==> src/rtl/lsu_pkg.sv <==
// rtl/lsu_pkg.sv - shared types, instruction encodings and helpers for the load/store unit
package lsu_pkg;

    localparam int XLEN   = 32;
    localparam int TYPE_W = 5;

    localparam logic [TYPE_W-1:0] INST_REG      = 5'd0;
    localparam logic [TYPE_W-1:0] INST_LOAD_B   = 5'd1;
    localparam logic [TYPE_W-1:0] INST_LOAD_H   = 5'd2;
    localparam logic [TYPE_W-1:0] INST_LOAD_W   = 5'd3;
    localparam logic [TYPE_W-1:0] INST_LOAD_BU  = 5'd4;
    localparam logic [TYPE_W-1:0] INST_LOAD_HU  = 5'd5;
    localparam logic [TYPE_W-1:0] INST_STORE_B  = 5'd6;
    localparam logic [TYPE_W-1:0] INST_STORE_H  = 5'd7;
    localparam logic [TYPE_W-1:0] INST_STORE_W  = 5'd8;

    localparam logic [3:0] STRB_B = 4'b0001;
    localparam logic [3:0] STRB_H = 4'b0011;
    localparam logic [3:0] STRB_W = 4'b1111;

    typedef enum logic [1:0] {IDLE, ADDR, DATA, RESP} state_t;

    function automatic logic is_load(input logic [TYPE_W-1:0] t);
        return (t == INST_LOAD_B) || (t == INST_LOAD_H) || (t == INST_LOAD_W) ||
               (t == INST_LOAD_BU) || (t == INST_LOAD_HU);
    endfunction

    function automatic logic is_store(input logic [TYPE_W-1:0] t);
        return (t == INST_STORE_B) || (t == INST_STORE_H) || (t == INST_STORE_W);
    endfunction

    // Halfwords need an even address, words a 4-byte-aligned one; bytes never fault.
    function automatic logic is_misaligned(input logic [TYPE_W-1:0] t, input logic [1:0] lo);
        if ((t == INST_LOAD_H) || (t == INST_LOAD_HU) || (t == INST_STORE_H))
            return lo[0];
        else if ((t == INST_LOAD_W) || (t == INST_STORE_W))
            return (lo != 2'b00);
        else
            return 1'b0;
    endfunction

endpackage

==> src/rtl/lsu_extract.sv <==
// rtl/lsu_extract.sv - selects the addressed byte/half of a read word and extends it
module lsu_extract
    import lsu_pkg::*;
#(
    parameter int REG_W = XLEN
) (
    input  logic [TYPE_W-1:0] inst_type,
    input  logic [1:0]        addr_lo,
    input  logic [REG_W-1:0]  mem_rdata,
    output logic [REG_W-1:0]  rdata
);

    logic [7:0]  byte_val;
    logic [15:0] half_val;

    // Lane select by low address bits, then sign or zero extension by load kind.
    always_comb begin
        byte_val = mem_rdata[{addr_lo, 3'b000} +: 8];
        half_val = mem_rdata[{addr_lo[1], 4'b0000} +: 16];
        case (inst_type)
            INST_LOAD_B:  rdata = {{(REG_W-8){byte_val[7]}}, byte_val};
            INST_LOAD_BU: rdata = {{(REG_W-8){1'b0}}, byte_val};
            INST_LOAD_H:  rdata = {{(REG_W-16){half_val[15]}}, half_val};
            INST_LOAD_HU: rdata = {{(REG_W-16){1'b0}}, half_val};
            INST_LOAD_W:  rdata = mem_rdata;
            default:      rdata = '0;
        endcase
    end

endmodule

==> src/rtl/lsu.sv <==
// rtl/lsu.sv - load/store unit: one aligned bus transaction per memory instruction
module lsu
    import lsu_pkg::*;
#(
    parameter int REG_W       = XLEN,
    parameter int INST_TYPE_W = TYPE_W
) (
    input  logic                   clk,
    input  logic                   reset,
    input  logic                   reqValid,
    output logic                   respValid,
    input  logic [INST_TYPE_W-1:0] inst_type,
    input  logic [REG_W-1:0]       lsu_addr,
    input  logic [REG_W-1:0]       lsu_wdata,
    output logic [REG_W-1:0]       lsu_rdata,
    output logic                   lsu_misaligned,
    output logic                   mem_reqValid,
    input  logic                   mem_reqReady,
    output logic                   mem_wen,
    output logic [REG_W-1:0]       mem_addr,
    output logic [REG_W-1:0]       mem_wdata,
    output logic [3:0]             mem_wstrb,
    input  logic                   mem_respValid,
    input  logic [REG_W-1:0]       mem_rdata
);

    state_t                 state;
    state_t                 state_nxt;
    logic [INST_TYPE_W-1:0] type_q;
    logic [REG_W-1:0]       addr_q;
    logic [REG_W-1:0]       wdata_q;
    logic                   misal_q;
    logic [REG_W-1:0]       rdata_q;
    logic [REG_W-1:0]       ext_rdata;
    logic                   accept;
    logic                   pass_through;

    assign accept       = (state == IDLE) && reqValid && (is_load(inst_type) || is_store(inst_type));
    assign pass_through = (state == IDLE) && reqValid && !(is_load(inst_type) || is_store(inst_type));

    lsu_extract #(.REG_W(REG_W)) u_extract (
        .inst_type (type_q),
        .addr_lo   (addr_q[1:0]),
        .mem_rdata (mem_rdata),
        .rdata     (ext_rdata)
    );

    // State register; reset abandons any bus transaction in flight.
    always_ff @(posedge clk or posedge reset) begin
        if (reset) state <= IDLE;
        else       state <= state_nxt;
    end

    // Next state: faulted accesses skip the bus and answer straight away.
    always_comb begin
        state_nxt = state;
        case (state)
            IDLE: if (accept) state_nxt = is_misaligned(inst_type, lsu_addr[1:0]) ? RESP : ADDR;
            ADDR: if (mem_reqReady) state_nxt = DATA;
            DATA: if (mem_respValid) state_nxt = RESP;
            RESP: state_nxt = IDLE;
            default: state_nxt = IDLE;
        endcase
    end

    // Request is captured at accept so bus outputs stay stable while waiting for ready.
    always_ff @(posedge clk or posedge reset) begin
        if (reset) begin
            type_q  <= INST_REG;
            addr_q  <= '0;
            wdata_q <= '0;
            misal_q <= 1'b0;
            rdata_q <= '0;
        end else if (accept) begin
            type_q  <= inst_type;
            addr_q  <= lsu_addr;
            wdata_q <= lsu_wdata;
            misal_q <= is_misaligned(inst_type, lsu_addr[1:0]);
            rdata_q <= '0;
        end else if ((state == DATA) && mem_respValid) begin
            rdata_q <= is_load(type_q) ? ext_rdata : '0;
        end
    end

    // Outputs: handshake from state, store lanes replicated and strobed from the latched request.
    always_comb begin
        mem_reqValid   = (state == ADDR);
        respValid      = (state == RESP) || pass_through;
        lsu_misaligned = (state == RESP) && misal_q;
        lsu_rdata      = pass_through ? '0 : rdata_q;
        mem_addr       = {addr_q[REG_W-1:2], 2'b00};
        mem_wen        = is_store(type_q);
        mem_wdata      = '0;
        mem_wstrb      = 4'b0000;
        case (type_q)
            INST_STORE_B: begin
                mem_wdata = {(REG_W/8){wdata_q[7:0]}};
                mem_wstrb = STRB_B << addr_q[1:0];
            end
            INST_STORE_H: begin
                mem_wdata = {(REG_W/16){wdata_q[15:0]}};
                mem_wstrb = STRB_H << addr_q[1:0];
            end
            INST_STORE_W: begin
                mem_wdata = wdata_q;
                mem_wstrb = STRB_W;
            end
            default: ;
        endcase
    end

endmodule

==> config.mk <==
export PLATFORM = sky130hd
export DESIGN_NAME = lsu
export DESIGN_NICKNAME = d
export VERILOG_FILES = /design/src/rtl/lsu_pkg.sv /design/src/rtl/lsu_extract.sv /design/src/rtl/lsu.sv
export SDC_FILE = /design/constraint.sdc
export NUM_CORES = 1
export LEC_CHECK = 0
export CAP_MARGIN = 20
export CORE_MARGIN = 5
export CORE_UTILIZATION = 30
export DETAILED_ROUTE_END_ITERATION = 8
export GPL_TIMING_DRIVEN = 0
export PLACE_DENSITY = 0.64
export SLEW_MARGIN = 20
export SYNTH_ARGS = -nofsm -noshare
export SYNTH_HDL_FRONTEND = slang
export SYNTH_SLANG_ARGS = --single-unit
export TNS_END_PERCENT = 20
==> constraint.sdc <==
create_clock -name clk -period 3.1 [get_ports clk]
set_clock_uncertainty 0.15 [all_clocks]
set_input_delay 0.465 -clock clk [delete_from_list [all_inputs] [get_ports clk]]
set_output_delay 0.465 -clock clk [all_outputs]
set_load 0.01 [all_outputs]
==> run metrics <==
relative slew slack=60.70%; Critical Path Start Type=primary input; Synth top area share=44.58%; Filler cells=1,868; share of cells above drive strength 1=24.61%; DP Wirelength=14,370 µm; Placed Cells=1,011; Leak=3.970 nW; Yosys Warn Count=0; Die Span Y=149.5 µm; CTS Buf Count=9; Yosys cell types=56; first-pass GRT wire length=29,080 µm; Fin Setup TNS=0 ns; Post-Place Setup Slack=-0.9068 ns; Final Net Count=874; vias per std cell=4.791; Synth area leader=dfrtp_1; final instance area=8841 µm²; Pwr per Cell Area=878.3 nW/µm²; Crit path max-delay family=buffers and inverters; Cell Area, Synth=5838 µm²; standard-cell row count=51; RSZ-0062 raised after global routing=true; root buf cell=clkbuf_16; CTS tree=done; f_max=334.8 MHz; fin util=45.73%; number of port buffers=207; worst-margin pin slew=0.5863 ns; Tot GR Track Use=16.87%; Peak VDD IR=0.3611 mV; pins over their slew limit=0; EDFF count, synth=0; synthesis-to-layout area growth=51.44%; Tot Pwr=7.765 mW; critical-path cell list=clkdlybuf4s15_2 > o31a_1 > o311ai_4 > buf_6 > buf_4 > and2_1 > clkdlybuf4s50_1; synth cell count leaders=dfrtp_1, mux2_2, nand3_1; reg-to-reg startpoint=state[0]; # IOs=210; Crit path largest cell delay=0.54 ns; Reg2Reg Depth=7; Final period util=96.34%; hold_ws=0.2346 ns; initial antenna violation count=0; CP bufs+invs=4; Area after DPL=8337 µm²; final setup fails=0; via count of the first global-routing pass=5,191; post-synthesis async set-or-reset flop share=100.0%; cell count after synthesis=534; # DRC=0; R2R Setup Slk=0.51 ns; Finished Layout Cells=1,033; #FFs+latches synth=104; critical path peak fanout=10; Reg clk slew, reported paths=0.07 ns; Critical-path top delay cell=clkdlybuf4s50_1; Clk Latency, worst-skew pair=0.35 ns; Die W=149.5 µm; Critical Path AT=2.37 ns; largest net degree at the start of global routing=30; diode count=0; Synth area leaders=dfrtp_1, mux2_2, a22o_1; crit path kind=primary input to output pin; gr ovfl total=0; mean post-synth cell area=10.93 µm²; final setup margin=0.1133 ns; Routability Congestion=0.8152; top-count cell post-synth=dfrtp_1; final hold vios=0; Starting Density=30.19%; capturing point of the worst reg2reg path=wdata_q[0]; DR iter-0 viols=254; clock sink count=104; Core Area=19,330 µm²; WL per Instance=18.04 µm; Hold Crit Class=primary input to asynchronous set/reset pin; CTS H-tree depth=3; Die ar.=22,350 µm²; Worst EP required=2.48 ns; Tmin final=2.987 ns; Clock Path Buffers=2; routed wire length=18,640 µm; register area share after synthesis=44.58%; routed via count=4,949; Worst Setup End Kind=output pin; top_reg_cell synth=dfrtp_1; drt first pass iters=4; total of max-cap violations=0; post-route ant nets=0; outcome=finished clean
## sequential cells by signal, summed over array words and instances (netlist names)
signal,count
addr_q,32
misal_q,1
rdata_q,32
state,2
type_q,5
wdata_q,32
## repair_timing
item / in CTS / in global routing
pin swaps: 3 / 2
setup endpoints to repair: 69 / 51
setup buffers: 6 / 1
hold buffers: 0 / 0
gates resized for setup: 44 / 33
## worst max-delay path by stage
stage                            start  cells after the start             to  slack [ns]
after global routing         type_q[2]                      6   mem_wdata[7]       -0.03
final                     inst_type[2]                      7   lsu_rdata[3]        0.11
after CTS                 inst_type[1]                      7   lsu_rdata[9]       -0.03
after floorplan              type_q[3]                      5  mem_wdata[10]        0.82
after detailed placement  inst_type[0]                      6  lsu_rdata[12]       -0.91
after global placement    inst_type[0]                      6  lsu_rdata[15]       -0.93
## cell families after synthesis
kind of cell	share of synthesized area (%)
DFF	44.58
adders and majority gates	1.072
muxes	18.35
AOI/OAI and AO/OA	13.70
buffers and inverters	7.801
and+or+nand+nor	14.30
other	0.06423
xor gates and xnor gates	0.1500
## power breakdown
| group | switching (mW) | leakage [nW] | internal (mW) |
|---|---|---|---|
| Combinational | 1.83 | 2.52 | 2.36 |
| Sequential | 0.424 | 1.30 | 1.97 |
| Clock | 0.553 | 0.146 | 0.634 |
## metal layers
| metal | up-vias | wire length [µm] | global-route usage, % | part of all wire (%) |
|---|---|---|---|---|
| met1 | 2366 | 7801 | 21.33 | 42 |
| li1 | 2382 | - | - | - |
| met3 | 23 | 1893 | 6.481 | 10 |
| met2 | 178 | 8653 | 26.79 | 46 |
| met4 | 0 | 291 | 5.217 | 1.6 |
| met5 | - | 0 | 0 | 0 |
## cell type report
cell class                      instances  area, µm²  share of cell area [%]
Clock inverter                          7      77.57                  0.8774
Sequential cell                       104       2606                   29.48
Tap cell                              265      331.6                   3.750
Clock buffer                            9      225.2                   2.547
Multi-Input combinational cell        352       2846                   32.20
Timing Repair Buffer                  218       2252                   25.47
Inverter                                9      37.54                  0.4246
Buffer                                 69      464.2                   5.250
## cells in the final DEF (no fill, tap or decap), drive strengths merged, types with 7 or more instances in the layout
master,n
inv,10
nor2b,10
a311oi,7
dlymetal6s2s,17
nor3,10
a21oi,8
o2bb2ai,8
nand3,42
mux2i,17
buf,66
clkbuf,25
mux2,78
dfrtp,104
o21ai,14
a22o,32
and2,35
nand2,12
nor2,16
dlygate4sd2,8
a211oi,15
clkdlybuf4s50,179
Note: power is estimated with default switching activity, not from simulation.
